File: src/rtl/branch_unit.sv
// -----------------------------------------------------------------------------
// branch_unit
//   Branch/jump resolution for the single-cycle MIPS-style CPU. Resolves the
//   decoded branch control against the register-file operands and produces
//   registered taken flags, the byte offset of a taken conditional branch and
//   the absolute target of an unconditional jump. Outputs feed PC-select.
//
// Ports
//   clk          in   1   system clock, outputs update on the rising edge
//   reset        in   1   asynchronous active-high reset, clears all outputs
//   ctrl         in   2   0=none, 1=BEQ, 2=J, 3=BNE
//   pc_h4        in   4   PC[31:28] of PC+4, upper bits of the jump target
//   im_offset    in  16   signed branch immediate, in words
//   instr_index  in  26   jump instruction index field
//   inum1        in  32   first comparison operand (rs)
//   inum2        in  32   second comparison operand (rt)
//   _branch      out  1   conditional branch taken
//   _offset      out 32   sign_extend(im_offset) << 2 when taken, else 0
//   _jump        out  1   unconditional jump taken
//   _target      out 32   {pc_h4, instr_index, 2'b00} when jumping, else 0
// -----------------------------------------------------------------------------
module branch_unit (
   input  logic        clk,
   input  logic        reset,
   input  logic [1:0]  ctrl,
   input  logic [3:0]  pc_h4,
   input  logic [15:0] im_offset,
   input  logic [25:0] instr_index,
   input  logic [31:0] inum1,
   input  logic [31:0] inum2,
   output logic        _branch,
   output logic [31:0] _offset,
   output logic        _jump,
   output logic [31:0] _target
);

   typedef enum logic [1:0] {
      OP_NONE = 2'd0,
      OP_BEQ  = 2'd1,
      OP_J    = 2'd2,
      OP_BNE  = 2'd3
   } op_e;

   op_e         op;
   logic        operands_equal;
   logic [31:0] branch_offset;
   logic [31:0] jump_target;

   logic        branch_nxt;
   logic [31:0] offset_nxt;
   logic        jump_nxt;
   logic [31:0] target_nxt;

   assign op             = op_e'(ctrl);
   assign operands_equal = (inum1 == inum2);
   assign branch_offset  = {{14{im_offset[15]}}, im_offset, 2'b00};
   assign jump_target    = {pc_h4, instr_index, 2'b00};

   // Only the fields that the selected operation uses are routed to the
   // next-state values, so X on the unused inputs never reaches the outputs.
   always_comb begin
      branch_nxt = 1'b0;
      offset_nxt = '0;
      jump_nxt   = 1'b0;
      target_nxt = '0;
      case (op)
         OP_BEQ: begin
            if (operands_equal) begin
               branch_nxt = 1'b1;
               offset_nxt = branch_offset;
            end
         end
         OP_BNE: begin
            if (!operands_equal) begin
               branch_nxt = 1'b1;
               offset_nxt = branch_offset;
            end
         end
         OP_J: begin
            jump_nxt   = 1'b1;
            target_nxt = jump_target;
         end
         default: begin
            branch_nxt = 1'b0;
         end
      endcase
   end

   always_ff @(posedge clk or posedge reset) begin
      if (reset) begin
         _branch <= 1'b0;
         _offset <= '0;
         _jump   <= 1'b0;
         _target <= '0;
      end else begin
         _branch <= branch_nxt;
         _offset <= offset_nxt;
         _jump   <= jump_nxt;
         _target <= target_nxt;
      end
   end

endmodule

File: config.mk
export PLATFORM = sky130hd
export DESIGN_NAME = branch_unit
export DESIGN_NICKNAME = d
export VERILOG_FILES = /design/src/rtl/branch_unit.sv
export SDC_FILE = /design/constraint.sdc
export NUM_CORES = 1
export LEC_CHECK = 0
export ABC_CLOCK_PERIOD_IN_PS = 1910
export CELL_PAD_IN_SITES_DETAIL_PLACEMENT = 0
export CELL_PAD_IN_SITES_GLOBAL_PLACEMENT = 2
export CORE_MARGIN = 2
export CORE_UTILIZATION = 18
export DETAILED_ROUTE_END_ITERATION = 6
export PLACE_DENSITY_LB_ADDON = 0.1
export SLEW_MARGIN = 10
export SYNTH_ARGS = -nofsm -noshare
export SYNTH_HDL_FRONTEND = slang
export SYNTH_SLANG_ARGS = --single-unit
File: constraint.sdc
create_clock -name clk -period 1.91 [get_ports clk]
set_clock_uncertainty 0.05 [all_clocks]
set_input_delay 0.382 -clock clk [delete_from_list [all_inputs] [get_ports clk]]
set_output_delay 0.382 -clock clk [all_outputs]
set_load 0.1 [all_outputs]
# Word-level counts from Yosys, hierarchy flattened
# Cells that the tools add are included.
# op_classes
eq_ne	4
muxes	8
# ops
cell	n
32-bit 2-to-1 mux	3
32-bit case mux with 2 select lines	1
32-bit == test	1
2-bit == test, second input constant	2
1-bit 2-to-1 mux	3
2-bit by 1-bit == test with 1-bit output, second input constant	1
1-bit case mux with 2 select lines	1
# totals
register_bits	66
output_inout_bits	66

# Longest topological paths before layout
# depth
ltp_word	3
mapped_depth	6
ltp_nobuf	5

# Worst setup path before layout
# OpenSTA, ideal clock, no wires.
# synth_path
path_kind	register to output
startpoint	register _offset[30] (netlist name)
endpoint	output port _offset[18]
arrival_ns	1.540
required_time_ns	1.478
slack_ns	-0.062
stages_incl_launch_ff	2
path_buffers	1
cell_sequence	dfrtp_1 > buf_4
# synth_lines
element	line	source
end, declared	32	output logic [31:0] _offset,

# Worst setup path after layout
# layout_path
startpoint	input port inum2[25]
endpoint	register _branch
# layout_via
elab_chain_len	3
word_cells_on_any_way	4
# layout_lines
element	line	source
start, declared	30	input logic [31:0] inum2,
32-bit == test (*)	55	assign operands_equal = (inum1 == inum2);
1-bit 2-to-1 mux, on equally long branches	74, 68	
1-bit case mux with 2 select lines (*)	66	case (op)
net branch_nxt	49	logic branch_nxt;
end signal, assigned	96	_branch <= branch_nxt;
end, declared	31	output logic _branch,
# Mark *: on every way through the listed nets, which the timed path passes. The rest lies on a longest branch.

==> flow_summary.ini <==
[critical_path]
path_cells = clkdlybuf4s50_1 > xnor2_1 > nand4_1 > nor4_4 > buf_4 > a21oi_2 > or2_1
crit_buf_inv = 2
path_class = input pin to flip-flop
critPathCaptureType = flip-flop
critPathRequiredTime_ps = 2030
max_stage_delay_ps = 470
crit_fanout = 4
cp_slowest_cell = clkdlybuf4s50_1
critPathLaunchType = input pin
cp_data_arrival_time_ps = 1940
critPathTopFamily = simple AND/OR/NAND/NOR gates

[detailed_routing]
routed-wl-met2_um = 3250
dr.pass1.iters = 4
drc = 0
drt_first_iter_violations = 73
final_antenna_net_count = 0
routed-wl-met3_um = 917
post_drt_wl_per_cell_um = 12.9
maxUsedRoutingLayer = met4
viasPerCell = 3.80
dr_total_vias = 2087
route.layer.met1.wl_um = 2850
drt-total-wl_um = 7110

[final_layout]
syn2layout_area_growth_pct = 107
fin_util_pct = 37.9
fillerInstances = 1242
drive_above_1_share_pct = 27.6
n_antenna_cell = 0
stdcell_count = 549
design_area_um2 = 4760
nets = 490

[timing]
relSlewSlack_pct = 63.6
maxSlewViolCount = 0
setup_viol = 0
fin_setup_tns_ps = 0
rsz0062_at_grt = false
tightestPinTransition_ps = 545
timing.final.crit_share_pct = 95.0
period_needed_ps = 1810
max_freq_mhz = 551
hold_violations = 0

[floorplanning]
die_w_um = 117
start_util_pct = 18.3
die_h_um = 117
rows = 41
core_area_um2 = 12600
io_pins = 180
die-area_um2 = 13700

[logic_synthesis]
synth_top_cell_by_area = dfrtp_1
ys_seq_area_share_pct = 52.1
syn_area_um2 = 2310
synth_top_cell_area_share_pct = 52.1
ys_seq_elements = 48
synthCells = 205
yosysUniqueCellTypes = 21
yosysWarnings = 0
synth_area_leaders = dfrtp_1, xnor2_1, and2_1
syn_area_per_cell_um2 = 11.2

[placed_design]
post-dp-hpwl_um = 5480
dp.cells = 539
portBuffers = 175
post_dp_cell_area_um2 = 4470
gp_congestion = 0.663

[clocking]
cts-hold-fix-buffers = 0
cts_buffers = 5
cts_tree = built
cts-htree-levels = 2
cts-root-buf = clkbuf_16
clkSlewWorstSetupHoldPaths_ps = 70
clock-sinks = 48
clk_path_buf_depth = 2

[power_and_ir_drop]
finalPower_uw = 3090
pwr-share-clk_pct = 33.3
ir_drop_mv = 0.388
swShare_pct = 32.6
intPower_uw = 2080
p_leak_uw = 0.00230
comb_power_share_pct = 32.0
p_sw_uw = 1010
p_seq_share_pct = 34.7
cellPowerDensity_nw_per_um2 = 650

[global_routing]
overflow = 0
antenna_found_initial = 0
grt_pass1_vias = 2194
grt_pass1_wl_um = 10600
globalRouteTotalUtil_pct = 10.0
grt_max_degree = 49

[status]
status = complete, no violations

[flow_run]
timing.max_cap.violations = 0

[worst_hold_path]
holdCritPathClass = input pin to asynchronous set/reset pin
[worst max-delay path by stage]
| stage | endpoint | start | cells past startpoint |
|---|---|---|---|
| 2_1_floorplan | _offset[30]$_DFF_PP0_ | inum2[7] | 6 |
| 4_1_cts | _branch$_DFF_PP0_ | inum1[11] | 7 |
| 3_5_place_dp | _branch$_DFF_PP0_ | inum1[2] | 7 |
| 5_1_grt | _branch$_DFF_PP0_ | inum1[31] | 7 |
| 6_report | _branch$_DFF_PP0_ | inum2[25] | 7 |
| 3_3_place_gp | _branch$_DFF_PP0_ | inum1[2] | 7 |
[through the flow]
stage / setup slack [ps] / hold WS [ps]
2_1_floorplan: 198 / 454
3_3_place_gp: -308 / 728
3_5_place_dp: -337 / 729
4_1_cts: 0.148 / 425
5_1_grt: 4.28 / 435
6_report: 96.0 / 403
[area by class of cell]
class | instances | area [µm²] | share of cell area [%]
clock buffers | 5 | 125 | 2.63
clock inverters | 3 | 46.3 | 0.972
inverters | 1 | 3.75 | 0.0788
multi-input cells | 129 | 926 | 19.4
flip-flops and latches | 48 | 1200 | 25.2
well taps | 172 | 215 | 4.52
repair buffers | 191 | 2240 | 47.1
[Yosys cell counts]
cell type,count
dfrtp_1,48
xnor2_1,32
and2_1,30
nand4_1,23
buf_4,20
nand3_1,15
o21ai_2,10
clkbuf_1,8
o21ai_0,5
nor2b_1,2
nor4_4,2
a21oi_1,1
and2_4,1
and3_1,1
buf_12,1
buf_2,1
conb_1,1
inv_1,1
nand2_1,1
o21a_1,1
or2_1,1
[per-layer routing]
layer / track usage, % / up-vias
met5: 0 / -
met4: 3.29 / 0
met3: 4.33 / 7
met2: 16.5 / 130
met1: 11.8 / 940
li1: - / 1010
[power groups by stage]
stage / clock network [µW] / registers, µW / logic, µW
2_1_floorplan: 0 / 1380 / 281
3_3_place_gp: 0 / 1090 / 1010
3_5_place_dp: 0 / 1090 / 1010
4_1_cts: 1070 / 1070 / 1010
5_1_grt: 1120 / 1080 / 1040
6_report: 1030 / 1070 / 990
[tightest hold or removal path: stages]
cell and delay, ps:
clkdlybuf4s50_1 420, inv_2 70, buf_12 250
[registers in the layout, summed over array words and instances (netlist names)]
register  flops
_target      30
_offset      16
_branch       1
_jump         1
[cells by family (layout without fill, tap and decap cells)]
| family | after synthesis | in the layout | share of synthesized area, % |
|---|---|---|---|
| other | 1 | 4 | 0.163 |
| AND/OR/NAND/NOR | 76 | 76 | 21.1 |
| AO/OA/AOI/OAI | 17 | 17 | 5.43 |
| XOR/XNOR | 32 | 32 | 12.2 |
| buffers and inverters | 31 | 200 | 9.06 |
| flip-flops | 48 | 48 | 52.1 |
[placed cells by master (no fill, tap or decap)]
cell type / count
nand2_1: 1
o21ai_0: 4
or2_1: 1
inv_6: 1
and2_4: 1
a21oi_2: 1
and2_1: 30
and3_1: 1
nor2b_4: 1
nor4_4: 2
o21ai_2: 10
buf_4: 42
dfrtp_2: 1
xnor2_1: 31
clkbuf_16: 5
inv_2: 1
nand3_1: 15
xnor2_2: 1
nand4_1: 23
conb_1: 4
buf_6: 1
o21ai_1: 1
buf_12: 35
nor2b_1: 1
dfrtp_1: 47
clkinvlp_4: 1
bufinv_16: 1
clkdlybuf4s50_1: 79
dlymetal6s2s_1: 34
o21a_1: 1
[repair_timing]
item | in CTS | in global routing
endpoints found under the hold margin | 0 | 0
cloned | 0 | 0
resized for setup | 0 | 39
setup buffers | 2 | 0
setup endpoints to repair | 1 | 29
pin swaps | 4 | 23
Note: power is estimated with default switching activity, not from simulation.
